## config.mk

```make
export PLATFORM = sky130hd
export DESIGN_NAME = cardinal_nic_traffic_gen
export DESIGN_NICKNAME = d
export VERILOG_FILES = /design/src/rtl/cardinal_noc_pkg.sv /design/src/rtl/cardinal_sat_cnt16.sv /design/src/rtl/cardinal_nic_traffic_gen.sv
export SDC_FILE = /design/constraint.sdc
export NUM_CORES = 1
export LEC_CHECK = 0
export ABC_AREA = 1
export CAP_MARGIN = 20
export CORE_MARGIN = 3
export CORE_UTILIZATION = 50
export CTS_CLUSTER_SIZE = 10
export DETAILED_ROUTE_END_ITERATION = 12
export GPL_ROUTABILITY_DRIVEN = 0
export PLACE_DENSITY = 0.78
export SLEW_MARGIN = 30
export SYNTH_ARGS = -nofsm -noshare
export SYNTH_HDL_FRONTEND = slang
export SYNTH_SLANG_ARGS = --single-unit
```

## constraint.sdc

```tcl
create_clock -name clk -period 2 [get_ports clk]
set_input_delay 0.5 -clock clk [delete_from_list [all_inputs] [get_ports clk]]
set_output_delay 0.5 -clock clk [all_outputs]
set_load 0.02 [all_outputs]
```

## src/rtl/cardinal_noc_pkg.sv

```systemverilog
// Shared NoC definitions: NIC register map, packet field positions, traffic-gen FSM states.
package cardinal_noc_pkg;

    localparam logic [1:0] NIC_IN_BUF  = 2'b00;
    localparam logic [1:0] NIC_IN_STS  = 2'b01;
    localparam logic [1:0] NIC_OUT_BUF = 2'b10;
    localparam logic [1:0] NIC_OUT_STS = 2'b11;

    localparam int unsigned NIC_STS_BIT = 63;
    localparam int unsigned PKT_SRC_PAD = 16;
    localparam int unsigned PKT_SRC_ID  = 30;
    localparam int unsigned PKT_PLD_ID  = 32;

    typedef enum logic [3:0] {
        S_IDLE,
        S_POLL_IN,
        S_CHK_IN,
        S_RD_IN,
        S_CAP,
        S_POLL_OUT,
        S_CHK_OUT,
        S_WR_OUT,
        S_EVAL,
        S_DONE
    } gen_state_t;

    // Packets are numbered [0:63], bit 0 being the MSB (vc bit).
    function automatic logic [0:63] build_pkt(input logic [1:0] node_id,
                                              input logic [1:0] dir,
                                              input logic [0:29] seq);
        build_pkt = {seq[15], dir, 5'b0, 8'b0, 14'b0, node_id, node_id, seq};
    endfunction

    function automatic logic pkt_bad(input logic [0:63] pkt, input logic [1:0] node_id);
        pkt_bad = (pkt[PKT_SRC_ID +: 2] == node_id) ||
                  (pkt[PKT_SRC_PAD +: 14] != '0) ||
                  (pkt[PKT_PLD_ID +: 2] != pkt[PKT_SRC_ID +: 2]);
    endfunction

endpackage

```

## src/rtl/cardinal_sat_cnt16.sv

```systemverilog
// 16-bit event counter with synchronous clear that sticks at all-ones.
module cardinal_sat_cnt16 (
    input  logic        clk,
    input  logic        reset,
    input  logic        clear,
    input  logic        enable,
    output logic [15:0] count
);

    always_ff @(posedge clk or negedge reset) begin
        if (!reset) begin
            count <= '0;
        end else if (clear) begin
            count <= '0;
        end else if (enable && (count != '1)) begin
            count <= count + 16'd1;
        end
    end

endmodule

```

## src/rtl/cardinal_nic_traffic_gen.sv

```systemverilog
// Processor-side NoC traffic source/sink: injects NUM_PKTS packets, drains and checks arrivals.
module cardinal_nic_traffic_gen
    import cardinal_noc_pkg::*;
#(
    parameter logic [1:0]  NODE_ID  = 2'd0,
    parameter int unsigned NUM_PKTS = 16,
    parameter logic [1:0]  DIR      = 2'b01,
    parameter int unsigned GAP      = 0,
    parameter int unsigned TIMEOUT  = 4096
) (
    input  logic        clk,
    input  logic        reset,
    input  logic        start,
    input  logic [15:0] rx_expect,
    output logic [1:0]  addr_nic,
    output logic [0:63] din_nic,
    input  logic [0:63] dout_nic,
    output logic        nicEn,
    output logic        nicWrEn,
    output logic [15:0] sent_cnt,
    output logic [15:0] rcvd_cnt,
    output logic [15:0] err_cnt,
    output logic        done,
    output logic        timeout
);

    localparam logic [15:0] NUM_PKTS16 = 16'(NUM_PKTS);
    localparam logic [7:0]  GAP8       = 8'(GAP);
    localparam logic [31:0] TIMEOUT32  = 32'(TIMEOUT);

    gen_state_t  state;
    logic [0:29] seq;
    logic [7:0]  gap_cnt;
    logic [31:0] to_cnt;
    logic        start_ok;
    logic        unused_dout;

    assign start_ok    = start && ((state == S_IDLE) || (state == S_DONE));
    assign unused_dout = ^{dout_nic[0:15], dout_nic[34:62]};

    cardinal_sat_cnt16 u_sent (.clk(clk), .reset(reset), .clear(start_ok),
                               .enable(state == S_WR_OUT), .count(sent_cnt));
    cardinal_sat_cnt16 u_rcvd (.clk(clk), .reset(reset), .clear(start_ok),
                               .enable(state == S_CAP), .count(rcvd_cnt));
    cardinal_sat_cnt16 u_err  (.clk(clk), .reset(reset), .clear(start_ok),
                               .enable((state == S_CAP) && pkt_bad(dout_nic, NODE_ID)),
                               .count(err_cnt));

    // NIC strobes are registered: they are loaded on entry to the state that owns the access.
    always_ff @(posedge clk or negedge reset) begin
        if (!reset) begin
            state    <= S_IDLE;
            addr_nic <= '0;
            din_nic  <= '0;
            nicEn    <= 1'b0;
            nicWrEn  <= 1'b0;
            done     <= 1'b0;
            timeout  <= 1'b0;
            seq      <= '0;
            gap_cnt  <= '0;
            to_cnt   <= '0;
        end else begin
            nicEn    <= 1'b0;
            nicWrEn  <= 1'b0;
            addr_nic <= '0;
            din_nic  <= '0;
            if (gap_cnt != '0) gap_cnt <= gap_cnt - 8'd1;
            if ((state == S_CAP) || (state == S_WR_OUT)) begin
                to_cnt <= '0;
            end else if ((state != S_IDLE) && (state != S_DONE) && (to_cnt != TIMEOUT32)) begin
                to_cnt <= to_cnt + 32'd1;
            end

            case (state)
                S_IDLE, S_DONE: begin
                    if (start) begin
                        seq      <= '0;
                        gap_cnt  <= '0;
                        to_cnt   <= '0;
                        done     <= 1'b0;
                        timeout  <= 1'b0;
                        state    <= S_POLL_IN;
                        nicEn    <= 1'b1;
                        addr_nic <= NIC_IN_STS;
                    end
                end
                S_POLL_IN: state <= S_CHK_IN;
                S_CHK_IN: begin
                    if (dout_nic[NIC_STS_BIT]) begin
                        state    <= S_RD_IN;
                        nicEn    <= 1'b1;
                        addr_nic <= NIC_IN_BUF;
                    end else if ((sent_cnt < NUM_PKTS16) && (gap_cnt == '0)) begin
                        state    <= S_POLL_OUT;
                        nicEn    <= 1'b1;
                        addr_nic <= NIC_OUT_STS;
                    end else begin
                        state <= S_EVAL;
                    end
                end
                S_RD_IN:    state <= S_CAP;
                S_CAP:      state <= S_EVAL;
                S_POLL_OUT: state <= S_CHK_OUT;
                S_CHK_OUT: begin
                    if (!dout_nic[NIC_STS_BIT]) begin
                        state    <= S_WR_OUT;
                        nicEn    <= 1'b1;
                        nicWrEn  <= 1'b1;
                        addr_nic <= NIC_OUT_BUF;
                        din_nic  <= build_pkt(NODE_ID, DIR, seq);
                    end else begin
                        state <= S_EVAL;
                    end
                end
                S_WR_OUT: begin
                    seq     <= seq + 30'd1;
                    gap_cnt <= GAP8;
                    state   <= S_EVAL;
                end
                S_EVAL: begin
                    if ((sent_cnt == NUM_PKTS16) && (rcvd_cnt >= rx_expect)) begin
                        state <= S_DONE;
                        done  <= 1'b1;
                    end else if (to_cnt == TIMEOUT32) begin
                        state   <= S_DONE;
                        done    <= 1'b1;
                        timeout <= 1'b1;
                    end else begin
                        state    <= S_POLL_IN;
                        nicEn    <= 1'b1;
                        addr_nic <= NIC_IN_STS;
                    end
                end
                default: state <= S_IDLE;
            endcase
        end
    end

endmodule
```

==> flow_summary.ini, run 1 <==
[die]
num_rows = 50
core_sq_mm = 0.0190
io_pins = 201
die_w_um = 146
die_area_sq_mm = 0.0213
initial_core_util_pct = 51.7
die_h_um = 146

[cts]
post_cts_buffers = 0
htree_levels = 4
clk_path_buf_depth = 2
clk_latency_ps = 430
cts_buffers = 17
clock_sinks = 158
root_buffer = clkbuf_16
clk_pin_slew_worst_paths_ps = 60
cts_tree = yes

[placed_design]
portBuffers = 123
dpl_worst_slack_ps = -337
dp_hpwl_um = 18100

[critical_path]
cp_slowest_cell = clkdlybuf4s50_1
worstSetupEndpointType = output pin
required_ps = 1500
cp-start-kind = register
cp_num_buf_inv = 1
crit_path_max_incr_delay_ps = 640
worst-setup-path-type = reg2out
worstPathArrival_ps = 1490
worstPathMaxFanout = 5
critical_path.top_delay_family = buffers and inverters
path_cells = clkdlybuf4s50_1

[synthesis]
synthTopCellsByArea = dfrtp_1 (40%), nand2_1 (13%), nor2_1 (6.7%)
yosysWarningCount = 0
synth_edf_count = 0
synth_top_area_share_pct = 40.4
syn-cell-area_sq_mm = 0.00979
async_flop_share_pct = 100
seq_area_frac_synth_pct = 40.4
yosysTopAreaCell = dfrtp_1
synthDistinctLibCells = 43
synth_cells = 1354
avgSynthCellArea_sq_um = 7.23
ys.flop_type = dfrtp_1
yosys-top-cells-count = nand2_1 (341), nor2_1 (176), inv_1 (166), dfrtp_1 (158), nand3_1 (115)
ys_ff_latch = 158
yosysMostFrequentCell = nand2_1

[sta]
slew_headroom_pct = 66.1
setup_viol_count_final = 0
finalMaxSlewViolations = 0
finalHoldViolations = 0
min_period_over_period_pct = 99.7
worstMarginPinSlew_ps = 504
rsz0062_at_grt = true
fin_setup_tns_ps = 0
whs_ps = 503
max_freq_mhz = 501
period_needed_ps = 1990
fin_ws_ps = 5.05
clock-skew-final_ps = 10.1

[power_and_ir_drop]
ir_worst_vdd_mv = 0.922
powerDensity_mw_per_mm2 = 859
power.total_mw = 10.3
power_leakage_nw = 5.83

[cells_and_area]
diodes = 0
final_util_pct = 63.6
final_nets = 1612
area_growth_syn_to_layout_pct = 23.1
fill_cells = 1658
drive_gt1_share_pct = 7.59

[routing]
via_per_inst = 5.17
first_iter_violations = 901
drt-pass1-iter-count = 6
num_vias = 9186
drt-total-wl_um = 24400
ant_nets = 0
route.detailed.drc = 0
avgRoutedWirePerCell_um = 13.7

[global_routing]
antenna_found_initial = 0
grt_use_total_pct = 22.9
grt_max_degree = 43
overflow = 0
grt_first_pass_wirelength_um = 41100
grt_pass1_vias = 8647

[min_path]
hold_path.class = reg2reg

[job]
maxCapViolCount = 0

[run_status]
outcome = finished, final reports clean
==> layout make-up <==
class | instances | area, sq um | share of cell area, %
clock buffers | 20 | 447 | 3.71
clock inverters | 11 | 135 | 1.12
inverters | 168 | 631 | 5.23
multi-input cells | 994 | 4920 | 40.8
flip-flops and latches | 158 | 3950 | 32.8
well taps | 260 | 325 | 2.70
repair buffers | 165 | 1640 | 13.6
==> tightest hold or removal path, cell delays in order (launching register included) <==
cell and delay [ps]:
dfrtp_1 360, nand2_1 60, nand2_1 50
==> flip-flops by register name, indices dropped and copies added, names as in the netlist <==
signal	flops
to_cnt	32
din_nic	31
seq	30
u_err.count	16
u_rcvd.count	16
u_sent.count	16
gap_cnt	8
state	4
addr_nic	2
done	1
nicEn	1
timeout	1
==> metal layers <==
layer | up-vias | GRT usage [%] | part of all wire (%)
li1 | 4564 | - | -
met4 | 0 | 7.74 | 2.4
met1 | 4208 | 30.0 | 43
met3 | 55 | 4.73 | 7.7
met2 | 359 | 38.1 | 47
met5 | - | 0 | 0
==> report_power, final <==
part / switching, mW / leakage (nW) / internal [mW]
sequential: 0.278 / 2.19 / 3.43
combinational: 2.21 / 3.36 / 1.21
clock: 1.34 / 0.273 / 1.88
==> stage by stage <==
stage	instance area, sq um	std cells
2_1_floorplan	9910	1385
3_3_place_gp	11400	1744
3_5_place_dp	11400	1744
4_1_cts	12000	1776
5_1_grt	12100	1776
6_report	12100	1776
==> logic make-up (layout without fill, tap and decap cells) <==
group	count (synthesis)	in the layout	share of synthesized area, %
DFF	158	158	40.4
AOI/OAI and AO/OA	125	125	6.84
xor gates and xnor gates	54	54	4.83
other	1	32	0.0383
adders and majority gates	25	25	3.19
and+or+nand+nor	758	758	33.6
buffers and inverters	233	364	11.1
==> final timing paths <==
path	from	slack [ps]	cells after the start	to
hold / removal	timeout	500	2	timeout
setup / recovery	u_sent.count[7]	5	1	sent_cnt[7]
min in group asynchronous	reset	540	2	din_nic[54]
hold reg to reg	timeout	500	2	timeout
setup reg to reg	u_err.count[0]	110	8	u_err.count[14]
max in group asynchronous	reset	900	3	din_nic[45]
==> layout by cell type, fill, tap and decap left out, types with 9 or more instances in the layout <==
cell,n
ha_1,25
clkbuf_16,17
buf_4,32
nand2_1,339
buf_12,9
nand3_1,112
inv_1,165
o21ai_0,40
nor3_1,56
clkdlybuf4s50_1,78
a21oi_1,47
nor2_1,174
nand4_1,27
dfrtp_1,158
o21ai_1,14
dlygate4sd2_1,36
conb_1,32
o22ai_1,10
xor2_1,48
==> repair_timing <==
item | in CTS | in global routing
endpoints found under the setup margin | 36 | 43
hold buffers | 1 | 0
endpoints found under the hold margin | 29 | 0
gates resized for setup | 36 | 22
pin swaps | 0 | 1
No activity file was read; power rests on OpenSTA's default activity.
==> inputs of run 2 (changes only) <==
CORE_ASPECT_RATIO = 1.4   (was default)
==> run 2 against run 1 <==
Wire length rose by 4.4%. Largest cell class unchanged. Worst hold slack got worse by 2.8 ps. Final area barely moved. Combinational power barely moved. Global-route usage rose by 1.1 points.
==> flow_summary.ini, run 2 (same netlist as run 1, synthesis figures left out) <==
[die]
die_w_um = 124
core_sq_mm = 0.0189
initial_core_util_pct = 51.8
die_area_sq_mm = 0.0213
die_h_um = 172
io_pins = 201
num_rows = 59

[cells_and_area]
area_growth_syn_to_layout_pct = 23.0
reg_top3 = to_cnt (32), din_nic (31), seq (30)
final_cell_mix = nand2_1 (340), nor2_1 (173), inv_1 (164)
regMostFlops = to_cnt
finalInstanceArea_sq_mm = 0.0120
diodes = 0
drive_gt1_share_pct = 7.76
finalNonFillerCells = 1764
final_nets = 1615
final_util_pct = 63.8
final_common_cell = nand2_1
largest_reg_flops = 32

[sta]
setup_viol_count_final = 0
period_needed_ps = 1960
slew_headroom_pct = 65.6
finalHoldViolations = 0
finalMaxSlewViolations = 0
rsz0062_at_grt = true
clock-skew-final_ps = 14.4
fin_setup_tns_ps = 0
max_freq_mhz = 510
min_period_over_period_pct = 98.0
worstMarginPinSlew_ps = 512
whs_ps = 500
fin_ws_ps = 39.9

[critical_path]
cp_num_buf_inv = 1
required_ps = 1500
crit_path_max_incr_delay_ps = 630
path_cells = clkdlybuf4s50_1
worstPathArrival_ps = 1460
cp_slowest_cell = clkdlybuf4s50_1
worst-setup-path-type = reg2out
worstSetupEndpointType = output pin
critical_path.top_delay_family = buffers and inverters
cp-start-kind = register
worstPathMaxFanout = 4

[placed_design]
dpl_worst_slack_ps = -371
dpl_cell_area_sq_mm = 0.0114
portBuffers = 123
dp.cells = 1731
dp_hpwl_um = 19000

[routing]
via_per_inst = 5.36
avgRoutedWirePerCell_um = 14.4
drt-total-wl_um = 25400
ant_nets = 0
first_iter_violations = 1115
num_vias = 9458
route.detailed.drc = 0
drt-pass1-iter-count = 8

[power_and_ir_drop]
powerDensity_mw_per_mm2 = 876
ir_worst_vdd_mv = 0.636
power.total_mw = 10.6
power_leakage_nw = 5.90

[cts]
root_buffer = clkbuf_16
htree_levels = 4
clk_pin_slew_worst_paths_ps = 70
clk_path_buf_depth = 2
post_cts_buffers = 0
clock_sinks = 158
cts_tree = yes
cts_buffers = 17
clk_latency_ps = 430

[global_routing]
grt_max_degree = 39
grt_use_met1_pct = 29.1
overflow = 0
use_met3_pct = 3.76
grt_pass1_vias = 9146
grt.busiest_layer = met2
grtUsageMet2_pct = 43.7
grt_first_pass_wirelength_um = 43000
antenna_found_initial = 0
grt_use_total_pct = 24.0

[job]
maxCapViolCount = 0

[run_status]
outcome = finished, final reports clean

[min_path]
hold_path.class = reg2reg
## run 2: cell count changes in the layout (fill, tap and decap cells not counted), sizes merged, moves of 2 or more
| cell | change |
|---|---|
| clkinvlp | -3 |
| dlymetal6s2s | +5 |
| buf | +3 |
| clkbuf | -2 |
| inv | +7 |
| dlygate4sd2 | -6 |
## run 2: worst paths after layout
path,startpoint,endpoint,slack (ps),depth (start not counted)
worst max-delay path,u_rcvd.count[8],rcvd_cnt[8],40,1
worst min-delay path,timeout,timeout,500,2
worst max register to register,u_sent.count[1],u_sent.count[6],110,9
worst min register to register,timeout,timeout,500,2
max in group asynchronous,reset,din_nic[39],840,3
min in group asynchronous,reset,u_sent.count[8],540,2
## run 2: area by class of cell
| type | count | area (sq um) |
|---|---|---|
| timing repair buffer | 168 | 1660 |
| clock inverter | 14 | 190 |
| sequential | 158 | 3950 |
| fill | 1701 | 6850 |
| multi-input combinational | 994 | 4880 |
| tap | 244 | 305 |
| inverter | 168 | 631 |
| clock buffer | 18 | 429 |
## run 2: what timing repair did
action / CTS / global route
cloned: 0 / 0
endpoints found under the setup margin: 30 / 47
endpoints found under the hold margin: 32 / 0
resized for setup: 30 / 22
hold buffers: 1 / 0
## run 2: metal layers
metal	wire, um	share of wire (%)
met1	10400	41
met2	13000	51
met3	1410	5.5
met4	610	2.4
met5	0	0
## run 2: worst reg2reg max path: stages, from the launching register on
cell and delay (ps):
dfrtp_1 390, ha_2 240, nand3_1 120, nor3_2 200, nand3_1 190, nand2_2 180
nand2_4 130, buf_12 160, a21oi_1 110, nor2_1 60
## run 2: power breakdown
part / total, mW / switching (mW) / internal [mW]
clock: 3.43 / 1.51 / 1.92
sequential: 3.70 / 0.270 / 3.43
combinational: 3.42 / 2.22 / 1.21
==> patch: new RTL, config.mk and constraints of run 1 <==
Register the inputs `start`, `rx_expect` and `dout_nic` before use, cleared by the reset. The logic sees them one clock later.
--- a/src/rtl/cardinal_nic_traffic_gen.sv
+++ b/src/rtl/cardinal_nic_traffic_gen.sv
@@ -28,6 +28,22 @@
     localparam logic [7:0]  GAP8       = 8'(GAP);
     localparam logic [31:0] TIMEOUT32  = 32'(TIMEOUT);
 
+    logic start_q;
+    logic [15:0] rx_expect_q;
+    logic [0:63] dout_nic_q;
+
+    always_ff @(posedge clk or negedge reset) begin
+        if (!reset) begin
+            start_q     <= '0;
+            rx_expect_q <= '0;
+            dout_nic_q  <= '0;
+        end else begin
+            start_q     <= start;
+            rx_expect_q <= rx_expect;
+            dout_nic_q  <= dout_nic;
+        end
+    end
+
     gen_state_t  state;
     logic [0:29] seq;
     logic [7:0]  gap_cnt;
@@ -35,15 +51,15 @@
     logic        start_ok;
     logic        unused_dout;
 
-    assign start_ok    = start && ((state == S_IDLE) || (state == S_DONE));
-    assign unused_dout = ^{dout_nic[0:15], dout_nic[34:62]};
+    assign start_ok    = start_q && ((state == S_IDLE) || (state == S_DONE));
+    assign unused_dout = ^{dout_nic_q[0:15], dout_nic_q[34:62]};
 
     cardinal_sat_cnt16 u_sent (.clk(clk), .reset(reset), .clear(start_ok),
                                .enable(state == S_WR_OUT), .count(sent_cnt));
     cardinal_sat_cnt16 u_rcvd (.clk(clk), .reset(reset), .clear(start_ok),
                                .enable(state == S_CAP), .count(rcvd_cnt));
     cardinal_sat_cnt16 u_err  (.clk(clk), .reset(reset), .clear(start_ok),
-                               .enable((state == S_CAP) && pkt_bad(dout_nic, NODE_ID)),
+                               .enable((state == S_CAP) && pkt_bad(dout_nic_q, NODE_ID)),
                                .count(err_cnt));
 
     // NIC strobes are registered: they are loaded on entry to the state that owns the access.
@@ -73,7 +89,7 @@
 
             case (state)
                 S_IDLE, S_DONE: begin
-                    if (start) begin
+                    if (start_q) begin
                         seq      <= '0;
                         gap_cnt  <= '0;
                         to_cnt   <= '0;
@@ -86,7 +102,7 @@
                 end
                 S_POLL_IN: state <= S_CHK_IN;
                 S_CHK_IN: begin
-                    if (dout_nic[NIC_STS_BIT]) begin
+                    if (dout_nic_q[NIC_STS_BIT]) begin
                         state    <= S_RD_IN;
                         nicEn    <= 1'b1;
                         addr_nic <= NIC_IN_BUF;
@@ -102,7 +118,7 @@
                 S_CAP:      state <= S_EVAL;
                 S_POLL_OUT: state <= S_CHK_OUT;
                 S_CHK_OUT: begin
-                    if (!dout_nic[NIC_STS_BIT]) begin
+                    if (!dout_nic_q[NIC_STS_BIT]) begin
                         state    <= S_WR_OUT;
                         nicEn    <= 1'b1;
                         nicWrEn  <= 1'b1;
@@ -118,7 +134,7 @@
                     state   <= S_EVAL;
                 end
                 S_EVAL: begin
-                    if ((sent_cnt == NUM_PKTS16) && (rcvd_cnt >= rx_expect)) begin
+                    if ((sent_cnt == NUM_PKTS16) && (rcvd_cnt >= rx_expect_q)) begin
                         state <= S_DONE;
                         done  <= 1'b1;
                     end else if (to_cnt == TIMEOUT32) begin
Function: changed (Yosys sat finds a counterexample within 4 cycles, from zero or initial values and one cycle with reset low).
==> patch against run 1 <==
- power up 4.4%
- sequential power is 17% higher
- area after synthesis rose by 7.4%
- first-iteration DRC count decreased by 27%
- wire length up 7.2%
- cell area rose by 7.3%
- synthesized cell count hardly changed
- core utilization down 0.31 points
- via count up 3.4%
- cell count up 2.0%
- setup slack improved by 46 ps
- sequential cell count grew 36
- critical path depth is the same
- largest power group unchanged
==> patch: results <==
[global_routing]
grt_first_pass_wirelength_mm = 43.4
grt.total_usage_pct = 23.4
grt_max_degree = 54
grt_util_met1_pct = 30.2
grt.met3_usage_pct = 5.27
grt_pass1_vias = 9282

[placed_design]
dpl.hpwl_mm = 18.8
dp_slack_ps = 52.3

[setup_path]
crit_path_start = "timeout$_DFFE_PN0P_"
r2r_slack_ps = 60
rr_startpoint = "state[2]$_DFFE_PN0P_"
reg2reg_to = "u_sent.count[10]$_DFFE_PN0P_"
critPathArrivalTime_ps = 1450
setup.worst_path.end = "timeout"

[outcome]
outcome = "complete, no violations"

[final_layout]
drive_gt1_share_pct = 8.43
clk_share_pct = 4.41
multi_input_cells = 961
final.fill_count = 1716
nonClockBufferCount = 189
nNonClkInverters = 166

[power_and_ir_drop]
powerDensity_nw_per_um2 = 836
ir_drop_v = 0.000537
leakagePower_uw = 0.00620
powerComb_uw = 3070
powerSeq_uw = 4350

[routing]
drtPass1Iterations = 5
via_count = 9496
dr_wl_met2_mm = 12.7
wl_mm = 26.1
drt-met1-wl_mm = 11.1

[synthesis]
synthTopCellsByCount = "nand2_1 (313), dfrtp_1 (194), nor2_1 (182)"
syn_avg_cell_area_um2 = 7.77
synth_area_leaders = "dfrtp_1 (46%), nand2_1 (11%), nor2_1 (6.5%)"
synth-seq-area-share_pct = 46.2

[timing]
slew_headroom_pct = 50.2

[worst_hold_path]
hold_start = "done$_DFFE_PN0P_"
## patch: changes by cell type in the layout (fill, tap and decap cells not counted), sizes merged, moves of 6 or more
cell / change
a21oi: +8
buf: +23
dfrtp: +36
nand2: -34
nand3: -22
nor3: -6
o21ai: +8
xor2: +6
## patch: metrics by stage
stage               instances  setup TNS (ps)  power, uW  hold WS [ps]
floorplan                1384               0       6430           204
finish                   1812               0      10800           484
global route             1812            -799      11400           482
detailed placement       1778               0       7430           469
global placement         1778           -4620       7310           466
CTS                      1811               0      10800           481
## patch: repair_timing
item	CTS	global route
cloned	0	1
hold endpoints to repair	2	0
setup endpoints to repair	38	63
gates resized for setup	38	20
hold buffers	1	0
setup buffers	0	0
pin swaps	0	2
## patch: kinds of logic after synthesis
kind of cell	share of synthesized area, %
other	0.0357
adders and majority gates	2.97
and+or+nand+nor	28.7
buffers and inverters	9.98
DFF	46.2
xor gates and xnor gates	4.83
AOI/OAI and AO/OA	7.27
